**config.mk**
```make
export PLATFORM = sky130hd
export DESIGN_NAME = mac_result_fifo
export DESIGN_NICKNAME = d
export VERILOG_FILES = /design/src/rtl/mac_result_fifo.sv
export SDC_FILE = /design/constraint.sdc
export NUM_CORES = 1
export LEC_CHECK = 0
export CAP_MARGIN = 20
export CORE_UTILIZATION = 64
export CTS_BUF_LIST = sky130_fd_sc_hd__clkbuf_2
export DETAILED_ROUTE_END_ITERATION = 8
export HOLD_SLACK_MARGIN = 0.1
export PLACE_DENSITY = 0.86
export SLEW_MARGIN = 10
export SYNTH_ARGS = -nofsm -noshare
export SYNTH_HDL_FRONTEND = slang
export SYNTH_SLANG_ARGS = --single-unit
```
**constraint.sdc**
```tcl
create_clock -name CLK -period 10.9 [get_ports CLK]
set_clock_uncertainty 0.1 [all_clocks]
set_input_delay 3.27 -clock CLK [delete_from_list [all_inputs] [get_ports CLK]]
set_output_delay 3.27 -clock CLK [all_outputs]
set_load 0.05 [all_outputs]
```
**src/rtl/mac_result_fifo.sv**
```systemverilog
// mac_result_fifo: result-vector buffer placed after the 5-lane MAC engine.
// Captures {overflow, 40-bit vector} on every engine strobe, holds up to DEPTH
// entries and presents the head over a valid/ready handshake. Vectors that
// arrive while the buffer is full (and nothing leaves) are dropped and flagged
// on a sticky DROP_o.
// Optional feature: define MAC_RESULT_OVCNT_EN to enable the saturating count
// of accepted overflow vectors on OVCNT_o; otherwise OVCNT_o is tied to zero.
module mac_result_fifo #(
  parameter int DEPTH = 8,
  localparam int LW = $clog2(DEPTH) + 1
) (
  input  logic          CLK,
  input  logic          RSTN,
  input  logic          VAL_i,
  input  logic [39:0]   OUT_i,
  input  logic          OV_i,
  input  logic          RDY_i,
  input  logic          CLR_i,
  output logic [39:0]   DATA_o,
  output logic          OVF_o,
  output logic          VALID_o,
  output logic [LW-1:0] LEVEL_o,
  output logic          FULL_o,
  output logic          DROP_o,
  output logic [7:0]    OVCNT_o
);

  localparam int AW = $clog2(DEPTH);
  localparam logic [LW-1:0] FULL_LEVEL = LW'(DEPTH);

  // Storage: overflow flag kept in bit 40 so it travels with its vector.
  logic [40:0]   mem [DEPTH];
  logic [AW-1:0] wr_ptr_reg;
  logic [AW-1:0] rd_ptr_reg;
  logic [LW-1:0] level_reg;
  logic [LW-1:0] level_next;
  logic          drop_reg;

  logic full;
  logic empty;
  logic pop;
  logic push;
  logic lost;

  assign full  = (level_reg == FULL_LEVEL);
  assign empty = (level_reg == '0);
  // RDY_i is ignored while empty because pop requires a valid head.
  assign pop   = !empty && RDY_i;
  // A simultaneous pop frees a slot, so a full buffer still accepts.
  assign push  = VAL_i && (!full || pop);
  assign lost  = VAL_i && full && !pop;

  // Array write; the array is deliberately not reset.
  always_ff @(posedge CLK) begin
    if (push) begin
      mem[wr_ptr_reg] <= {OV_i, OUT_i};
    end
  end

  // Read/write pointers wrap naturally at DEPTH (power of two).
  always_ff @(posedge CLK or negedge RSTN) begin
    if (!RSTN) begin
      wr_ptr_reg <= '0;
      rd_ptr_reg <= '0;
    end else begin
      if (push) wr_ptr_reg <= wr_ptr_reg + 1'b1;
      if (pop)  rd_ptr_reg <= rd_ptr_reg + 1'b1;
    end
  end

  // Occupancy changes only when exactly one of push/pop happens.
  always_comb begin
    level_next = level_reg;
    case ({push, pop})
      2'b10:   level_next = level_reg + 1'b1;
      2'b01:   level_next = level_reg - 1'b1;
      default: level_next = level_reg;
    endcase
  end

  // Occupancy register.
  always_ff @(posedge CLK or negedge RSTN) begin
    if (!RSTN) level_reg <= '0;
    else       level_reg <= level_next;
  end

  // Sticky drop flag; a drop in the same cycle as a clear keeps it set.
  always_ff @(posedge CLK or negedge RSTN) begin
    if (!RSTN)      drop_reg <= 1'b0;
    else if (lost)  drop_reg <= 1'b1;
    else if (CLR_i) drop_reg <= 1'b0;
  end

`ifdef MAC_RESULT_OVCNT_EN
  logic [7:0] ovcnt_reg;

  // Saturating count of accepted overflow vectors; clear beats increment.
  always_ff @(posedge CLK or negedge RSTN) begin
    if (!RSTN) begin
      ovcnt_reg <= 8'h00;
    end else if (CLR_i) begin
      ovcnt_reg <= 8'h00;
    end else if (push && OV_i && (ovcnt_reg != 8'hFF)) begin
      ovcnt_reg <= ovcnt_reg + 8'h01;
    end
  end

  assign OVCNT_o = ovcnt_reg;
`else
  assign OVCNT_o = 8'h00;
`endif

  // Head of queue is read straight from the array; stable until popped.
  assign {OVF_o, DATA_o} = mem[rd_ptr_reg];
  assign VALID_o = !empty;
  assign LEVEL_o = level_reg;
  assign FULL_o  = full;
  assign DROP_o  = drop_reg;

endmodule

```
==> summary.md <==
| Metric | Value |
|---|---|
| Status | `finished clean` |
| Critical Path Sink Type | `primary output` |
| Arrival time at the worst endpoint | `roughly 4100 ps` |
| Crit-path slowest cell | `dfrtp_4` |
| Core area | `between 20,000 and 25,000 um^2` |
| Final net count | `~760` |
| CP Buf/Inv Count | `2` |
| Post-synth ARST share | `3.24%` |
| Setup TNS | `0 ps` |
| Synth Instances | `546` |
| Clk pin slew, worst setup/hold paths | `110 ps` |
| Largest net degree at the start of global routing | `85` |
| Num CTS Buffers | `79` |
| All-Layer GR Usage | `23.5%` |
| Cell variety after synth | `32` |
| Initial antenna violation count | `1` |
| Post-CTS Resized | `0` |
| RSZ-0062 raised after global routing | `false` |
| Initial Utilization | `65.4%` |
| Clk_lat worst skew | `a little under 800 ps` |
| # clock sinks | `339` |
| Routed WL | `about 24 mm` |
| Global route overflow | `0` |
| Vias/cell | `5.93` |
| Post-CTS Setup Repair Bufs | `0` |
| Crit path cell chain | `buf_4, mux4_1, mux2_2, clkdlybuf4s50_1` |
| Avg WL per Cell | `23.4 um` |
| PnR Total Power | `4.21 mW` |
| Largest Register | `mem` |
| P_leak | `5.14 nW` |
| Crit Path Category | `reg2out` |
| # setup viols final | `0` |
| Max-cap viol count | `0` |
| H-Tree Depth | `3` |
| DRC | `0` |
| Root buffer cell | `clkbuf_2` |
| Crit-path max FO | `44` |
| Worst VDD drop | `0.000262 V` |
| Die H | `146 um` |
| CP Launch Type | `flop` |
| Fraction of layout cells with a size suffix above 1 | `28.9%` |
| Vias post-DR | `about 6,200` |
| Post-Syn Area | `13,200 um^2` |
| Power Density | `278 nW/um^2` |
| Ys flop type | `edfxtp_1` |
| Fmax | `133 MHz` |
| Worst-margin pin slew | `~1100 ps` |
| Die area | `21,300 um^2` |
| Top Family by Delay on Critical Path | `buffers and inverters` |
| First-pass GRT wire length | `35.9 mm` |
| Hold violation total from the final report | `0` |
| Router iterations before antenna repair | `4` |
| Syn_area_per_cell | `between 20 and 25 um^2` |
| Post-cts hold buffer count | `0` |
| Die X-Extent | `146 um` |
| Largest register FFs | `328` |
| DP Wirelength | `13.6 mm` |
| Area growth, synth to finish | `14.2%` |
| Synth Register Bits | `339` |
| Post-synth EDFFs | `328` |
| Slew Viols, Final | `0` |
| GPL Wtd Cong | `~0.70` |
| Req. time, crit path | `7530 ps` |
| Iter 0 DRT Violations | `~410` |
| Row cnt | `52` |
| Tcrit/Tclk final | `68.8%` |
| CTS Buffer Depth | `3` |
| Fin crit period | `7500 ps` |
| I/O pin cnt | `a little over 100` |
| CTS tree | `done` |
| Synth warn | `0` |
| Worst min-delay path class | `reg2reg` |
| Worst rel slew slack | `26.9%` |
| Largest stage delay, worst path | `920 ps` |
| I/O Buffers | `93` |
| Number of global-route vias before repair | `~6,700` |
| Seq/Total Area, Yosys | `about 77%` |
| Remaining antenna violation count | `0` |
==> path summary, 6_finish.rpt <==
kind	start	slack, ps	to	depth (start not counted)
setup / recovery	rd_ptr_reg[0]$_DFFE_PN0P_	3400	DATA_o[14]	4
hold / removal	LEVEL_o[3]$_DFFE_PN0P_	440	LEVEL_o[3]$_DFFE_PN0P_	1
setup reg to reg	LEVEL_o[2]$_DFFE_PN0P_	8090	LEVEL_o[2]$_DFFE_PN0P_	10
hold reg to reg	LEVEL_o[3]$_DFFE_PN0P_	440	LEVEL_o[3]$_DFFE_PN0P_	1
max in group asynchronous	RSTN	7530	rd_ptr_reg[0]$_DFFE_PN0P_	1
min in group asynchronous	RSTN	2740	LEVEL_o[2]$_DFFE_PN0P_	1
==> per-layer routing <==
| metal | track usage (%) | vias to the layer above | share of wire, % |
|---|---|---|---|
| li1 | - | 2713 | - |
| met1 | 31.4 | 3140 | 41 |
| met2 | 37.8 | 266 | 51 |
| met3 | 5.08 | 33 | 7.2 |
| met4 | 10.7 | 0 | 1.6 |
| met5 | 0 | - | 0 |
==> layout by cell type, fill, tap and decap left out, types with 2 or more instances in the layout <==
| cell type | count |
|---|---|
| edfxtp_1 | 328 |
| clkbuf_2 | 109 |
| clkdlybuf4s50_1 | 93 |
| mux4_1 | 47 |
| mux2_2 | 42 |
| mux4_2 | 35 |
| clkinv_1 | 19 |
| buf_4 | 15 |
| dfrtp_1 | 8 |
| conb_1 | 8 |
| nand2_1 | 7 |
| clkinv_2 | 5 |
| xnor2_1 | 5 |
| ha_1 | 5 |
| inv_1 | 4 |
| xor2_1 | 4 |
| nor3_2 | 4 |
| nor2_4 | 3 |
| nand2b_1 | 3 |
| inv_2 | 3 |
| a21oi_1 | 2 |
| nor2_1 | 2 |
| dfrtp_4 | 2 |
==> area by class of cell <==
class                   count  area [um^2]
flip-flops and latches    339        10100
clock inverters            27          133
well taps                 270          338
diodes                      1         2.50
fillers                  1077         5120
repair buffers            108         1040
inverters                   5         20.0
clock buffers             109          546
multi-input cells         178         2900
==> metrics by stage <==
stage | util [%] | hold slack (ps) | setup WS (ps) | area, um^2 | std cells
after CTS | 74.7 | 446 | 3300 | 15100 | 1036
final | 74.7 | 439 | 3400 | 15100 | 1037
after global routing | 74.7 | 475 | 3180 | 15100 | 1037
after global placement | 71.3 | 394 | 4190 | 14400 | 900
after detailed placement | 71.3 | 423 | 4170 | 14400 | 900
after floorplan | - | 417 | 2760 | 13300 | 553
==> cells by family after synthesis <==
| group | Yosys count | share of synthesized area (%) |
|---|---|---|
| mux | 125 | 19.0 |
| buf+inv | 36 | 2.13 |
| xor+xnor | 9 | 0.596 |
| simple gates | 25 | 0.965 |
| fa+ha+maj | 5 | 0.473 |
| other cells | 1 | 0.0283 |
| compound gates | 6 | 0.331 |
| flops | 339 | 76.5 |
==> worst register-to-register path, cell delays in order, from the launching register on <==
cell and delay, ps:
dfrtp_1 470, or4b_1 600, o21a_1 250, clkinv_2 150
ha_1 300, xor2_1 120, ha_1 200, a21oi_1 140
xor2_1 180, nor2_1 70, xor2_1 140
==> where the power goes <==
| group | switching, mW | internal (mW) | total, mW |
|---|---|---|---|
| logic | 0.940 | 0.701 | 1.64 |
| clock network | 0.455 | 0.294 | 0.749 |
| registers | 0.181 | 1.64 | 1.82 |
==> synth_stat cells, types with 2 or more instances <==
cell	n	area [um^2]
ha_1	5	62.6
mux4_1	47	1230
nor2_1	5	18.8
edfxtp_1	328	9850
mux4_2	35	788
nor3_1	4	20.0
nand2_1	7	26.3
inv_1	4	15.0
buf_2	2	10.0
xor2_1	4	35.0
dfrtp_1	11	275
mux2_2	42	473
buf_12	6	120
buf_4	8	60.1
xnor2_1	5	43.8
clkbuf_1	13	48.8
a21oi_1	2	10.0
nand2b_1	3	18.8
buf_6	2	22.5
Power figures use the tool's default switching activity.
==> edit 1 (same flow settings) <==
The option `MAC_RESULT_OVCNT_EN` is turned on by a define.
--- a/src/rtl/mac_result_fifo.sv
+++ b/src/rtl/mac_result_fifo.sv
@@ -7,2 +7,4 @@
 // of accepted overflow vectors on OVCNT_o; otherwise OVCNT_o is tied to zero.
+`define MAC_RESULT_OVCNT_EN
+
 module mac_result_fifo #(
Check against the original RTL: not equivalent (Yosys sat finds a counterexample within 4 cycles, from zero or initial values and one cycle with RSTN low).
==> edit 1 against the unedited design <==
Worst setup slack improved by 0.31 ns; power up 2.9%; count of clock-buffer cells in the layout is 15 higher; final cell count up 6.6%; sequential cell count up 8; synthesized area increased by 1.3%; via count up 8.1%; fmax up 4.3%; design area rose by 3.3%; largest cell class unchanged; wire length rose by 5.4%; non-clock buffer count rose by 10; clock power up 11%; die area grew 1.3%.
==> edit 1: results (changes against the unedited design) <==
\begin{tabular}{lr}
\hline
Metric & Value \\
\hline
\multicolumn{2}{l}{\textbf{Clock network}} \\
Source-to-sink clock delay at the later pin of the worst-skew pair & 0.82 ns (+0.04 ns) \\
Setup repair bufs after CTS & 0 (unchanged) \\
H-tree depth & 3 (unchanged) \\
Clock buffer count from CTS & 83 (+5.1\%) \\
\multicolumn{2}{l}{\textbf{Synthesis}} \\
Number of distinct standard cells referenced by the synthesized netlist & 45 (+41\%) \\
Post-synth ARST share & 5.48\% (+2.2 points) \\
Xor and xnor area share after synthesis & 0.392\% (-0.20 points) \\
Sequential-to-total area share from yosys stat & 77.0\% (+0.48 points) \\
Share of the synthesized area in compound gates (AO/OA/AOI/OAI) & 1.59\% (+1.3 points) \\
Commonest cells post-synth & 328 x edfxtp\_1, 82 x mux4\_2, 42 x mux2\_2, 19 x dfrtp\_1, 10 x nand2\_1 \\
Adder-Cell Fraction of Synth Area & 0.373\% (-0.10 points) \\
Fraction of synthesized area in multiplexers & 17.5\% (-1.5 points) \\
\multicolumn{2}{l}{\textbf{Cells and area}} \\
Number of nets in the layout & 817 (+7.2\%) \\
Ratio of cells with drive above 1 in the final layout & 34.4\% (+5.6 points) \\
Number of flip-flops under the largest register name & 328 (unchanged) \\
\multicolumn{2}{l}{\textbf{Place}} \\
Half-perimeter wire length of the detailed placement result & 14,300 um (+5.1\%) \\
GP Congestion & 0.761 (+9.2\%) \\
Count of buffers from port buffering & 101 (+8.6\%) \\
Post-placement worst setup slack & 4.04 ns (-0.131 ns) \\
\multicolumn{2}{l}{\textbf{Detailed routing}} \\
Starting DRC count in detailed routing & 511 (+24\%) \\
Post-detailed-route wirelength per cell & 23.1 um (-1.1\%) \\
Detail-routed via count per cell & 6.02 (+1.5\%) \\
\multicolumn{2}{l}{\textbf{STA}} \\
Tightest slew margin relative to the limit & 34.7\% (+7.8 points) \\
Final clock period utilization by the worst path & 65.9\% (-2.8 points) \\
\multicolumn{2}{l}{\textbf{GRT}} \\
Global router's overall resource usage & 25.2\% (+1.8 points) \\
Global-route wire length before repair & 39,900 um (+11\%) \\
Vias in the first global route & 7,242 (+8.8\%) \\
\multicolumn{2}{l}{\textbf{Status}} \\
Run status & finished, final reports clean \\
\multicolumn{2}{l}{\textbf{Worst setup path}} \\
Arr. time, crit path & 3.82 ns (-0.31 ns) \\
Critical path fanouts, max & 32 (-27\%) \\
\multicolumn{2}{l}{\textbf{Power and ir drop}} \\
IR drop worst, VDD & 0.000176 V (-33\%) \\
Leakage power summed over all cells & 5.20 nW (+1.2\%) \\
\hline
\end{tabular}
==> edit 1: per-layer routing <==
metal | vias up | global-route usage, % | share of wire [%]
met1 | 3439 | 32.9 | 40
met5 | - | 0 | 0
met4 | 0 | 10.5 | 1.9
met3 | 46 | 5.53 | 6.1
li1 | 2905 | - | -
met2 | 263 | 41.9 | 52
==> edit 1: final timing paths <==
kind,startpoint,end,slack (ns),cells after the start
worst min register to register,DROP_o$_DFFE_PN0P_,DROP_o$_DFFE_PN0P_,0.45,2
max in group asynchronous,RSTN,rd_ptr_reg[0]$_DFFE_PN0N_,7.14,1
worst min-delay path,DROP_o$_DFFE_PN0P_,DROP_o$_DFFE_PN0P_,0.45,2
worst max-delay path,rd_ptr_reg[0]$_DFFE_PN0N_,DATA_o[27],3.71,4
worst max register to register,LEVEL_o[1]$_DFFE_PN0P_,mem[3][13]$_DFFE_PP_,7.90,5
min in group asynchronous,RSTN,OVCNT_o[0]$_DFFE_PN0P_,2.83,1
==> edit 1: through the flow <==
stage	std cells	util (%)	area, um2
after floorplan	591	-	13400
after global placement	950	72.6	14800
after detailed placement	950	72.6	14800
after CTS	1102	76.4	15600
after global routing	1105	76.7	15600
final	1105	76.7	15600
==> edit 1: kinds of logic after synthesis <==
family                     after synthesis
adders and majority gates                4
AOI/OAI and AO/OA                       29
and+or+nand+nor                         46
xor gates and xnor gates                 6
buffers and inverters                   33
muxes                                  126
DFF                                    347
==> edit 1: cell type report <==
type | instances | area (um2)
clock buffer | 124 | 621
multi-input combinational | 211 | 2960
antenna | 1 | 2.50
clock inverter | 28 | 161
timing repair buffer | 118 | 1170
inverter | 6 | 22.5
fill | 1067 | 4750
tap | 270 | 338
sequential | 347 | 10300
==> edit 1: where the power goes <==
group          switching, W  internal, W  leakage (nW)
clock network      0.000484     0.000350         0.585
registers          0.000138      0.00166          3.22
logic              0.000974     0.000718          1.39
==> edit 1: worst max-delay path, cell delays in order, from the launching register on <==
cell and delay (ns):
dfrtp_4 0.78, buf_4 0.62, mux4_2 0.59, mux2_2 0.30
clkdlybuf4s50_1 0.70
==> edit 2 (same flow settings) <==
Without the edit above. Put a register stage on the output `OVF_o`, cleared by the reset. The value now appears one clock later. The other outputs are not delayed to match.
--- a/src/rtl/mac_result_fifo.sv
+++ b/src/rtl/mac_result_fifo.sv
@@ -29,2 +29,4 @@
   localparam logic [LW-1:0] FULL_LEVEL = LW'(DEPTH);
+
+  logic OVF_d;
 
@@ -113,3 +115,3 @@
   // Head of queue is read straight from the array; stable until popped.
-  assign {OVF_o, DATA_o} = mem[rd_ptr_reg];
+  assign {OVF_d, DATA_o} = mem[rd_ptr_reg];
   assign VALID_o = !empty;
@@ -119,2 +121,10 @@
 
+  always_ff @(posedge CLK or negedge RSTN) begin
+    if (!RSTN) begin
+      OVF_o <= '0;
+    end else begin
+      OVF_o <= OVF_d;
+    end
+  end
+
 endmodule
Formal check against the unedited RTL: not equivalent (a bounded check fails within 4 cycles, from zero or initial values and one cycle with RSTN low).
==> edit 2 against the unedited design <==
Global-route usage up 1.2 points; worst setup slack improved by 0.18 ns; power grew 1.6%; sequential cell count up 1; final cell count up 1.4%; design area up 0.74%; clock power increased by 8.9%; wire length is 2.9% higher; sequential power is 2% lower; synthesized area hardly changed; first-iteration DRC count shrank 3.6%.
==> edit 2: results (changes against the unedited design) <==
\begin{tabular}{lr}
\hline
Metric & Value \\
\hline
\multicolumn{2}{l}{\textbf{Worst setup path}} \\
Critical path fanouts, max & 47 (+6.8\%) \\
Critical Path Max Stage Delay & 0.73 ns (-0.19 ns) \\
\multicolumn{2}{l}{\textbf{Cells and area}} \\
Ratio of cells with drive above 1 in the final layout & 31.4\% (+2.6 points) \\
Clock buffer cells & 127 (+17\%) \\
Relative area of non-clock buffer cells in the final design & 7.07\% (+0.16 points) \\
Number of nets in the layout & 765 (+0.39\%) \\
Register share of the cell area & 66.7\% (-0.33 points) \\
\multicolumn{2}{l}{\textbf{Detailed routing}} \\
Post-detailed-route wirelength per cell & 23.7 um (+1.4\%) \\
Detailed-route via count & 6,222 (+1.1\%) \\
Starting DRC count in detailed routing & 396 (-3.6\%) \\
\multicolumn{2}{l}{\textbf{STA}} \\
Tightest slew margin relative to the limit & 45.6\% (+19 points) \\
\multicolumn{2}{l}{\textbf{Clock network}} \\
Clock buffer count from CTS & 78 (-1.3\%) \\
TritonCTS sink count & 340 (+0.29\%) \\
\multicolumn{2}{l}{\textbf{Synthesis}} \\
Post-synth ARST share & 3.53\% (+0.28 points) \\
Adder-Cell Fraction of Synth Area & 0.284\% (-0.19 points) \\
Share of the synthesized area in compound gates (AO/OA/AOI/OAI) & 0.548\% (+0.22 points) \\
Largest cells by area after synthesis & edfxtp\_1 74\%, mux4\_1 7.7\%, mux4\_2 7.3\% \\
Fraction of synthesized area in multiplexers & 18.7\% (-0.24 points) \\
Commonest cells post-synth & 328 x edfxtp\_1, 43 x mux4\_2, 42 x mux2\_2, 39 x mux4\_1, 12 x dfrtp\_1 \\
Sequential-to-total area share from yosys stat & 76.7\% (+0.14 points) \\
\multicolumn{2}{l}{\textbf{Power and ir drop}} \\
Fraction of power consumed by combinational cells & 39.3\% (+0.3 points) \\
IR drop worst, VDD & 0.000173 V (-34\%) \\
Leakage power summed over all cells & 5.17 nW (+0.63\%) \\
\multicolumn{2}{l}{\textbf{GRT}} \\
Vias in the first global route & 6,733 (+1.2\%) \\
Global router's overall resource usage & 24.6\% (+1.2 points) \\
\multicolumn{2}{l}{\textbf{Status}} \\
Run status & finished, final reports clean \\
\multicolumn{2}{l}{\textbf{Place}} \\
Half-perimeter wire length of the detailed placement result & 13,600 um (-0.33\%) \\
\hline
\end{tabular}
## edit 2: cell count changes in the layout (fill, tap and decap cells not counted), sizes merged, moves of 2 or more
cell	unedited run	this run
clkbuf	109	127
clkinv	24	13
ha	5	3
inv	7	5
nand3	1	3
nor2	5	11
o21ai	0	3
xor2	4	2
## edit 2: critical path: cells and delay by family (launching register included)
family | cells | cell delay (ns)
flops | 1 | 0.73
mux | 2 | 0.90
buf+inv | 3 | 1.41
## edit 2: worst paths after layout
kind | start | endpoint | slack (ns) | cells past startpoint
min reg2reg | DROP_o$_DFFE_PN0P_ | DROP_o$_DFFE_PN0P_ | 0.46 | 2
max reg2reg | LEVEL_o[3]$_DFFE_PN0P_ | mem[7][4]$_DFFE_PP_ | 7.66 | 5
min in group asynchronous | RSTN | wr_ptr_reg[0]$_DFFE_PN0P_ | 2.73 | 1
min | DROP_o$_DFFE_PN0P_ | DROP_o$_DFFE_PN0P_ | 0.46 | 2
max | rd_ptr_reg[0]$_DFFE_PN0N_ | DATA_o[27] | 3.58 | 5
max in group asynchronous | RSTN | rd_ptr_reg[1]$_DFFE_PN0N_ | 7.45 | 1
## edit 2: routing by layer
metal  global-route usage [%]  up-vias  wire, um
met2                     42.1      255     13300
met5                        0        -         0
met4                     9.68        0       434
li1                         -     2733         -
met3                     5.86       40      1740
met1                     30.9     3194      9490
## edit 2: cells by family (layout without fill, tap and decap cells)
| group | after synthesis | after routing |
|---|---|---|
| AOI/OAI and AO/OA | 10 | 10 |
| xor gates and xnor gates | 7 | 7 |
| adders and majority gates | 3 | 3 |
| buffers and inverters | 37 | 255 |
| DFF | 340 | 340 |
| muxes | 125 | 125 |
| other | 1 | 10 |
| and+or+nand+nor | 32 | 32 |
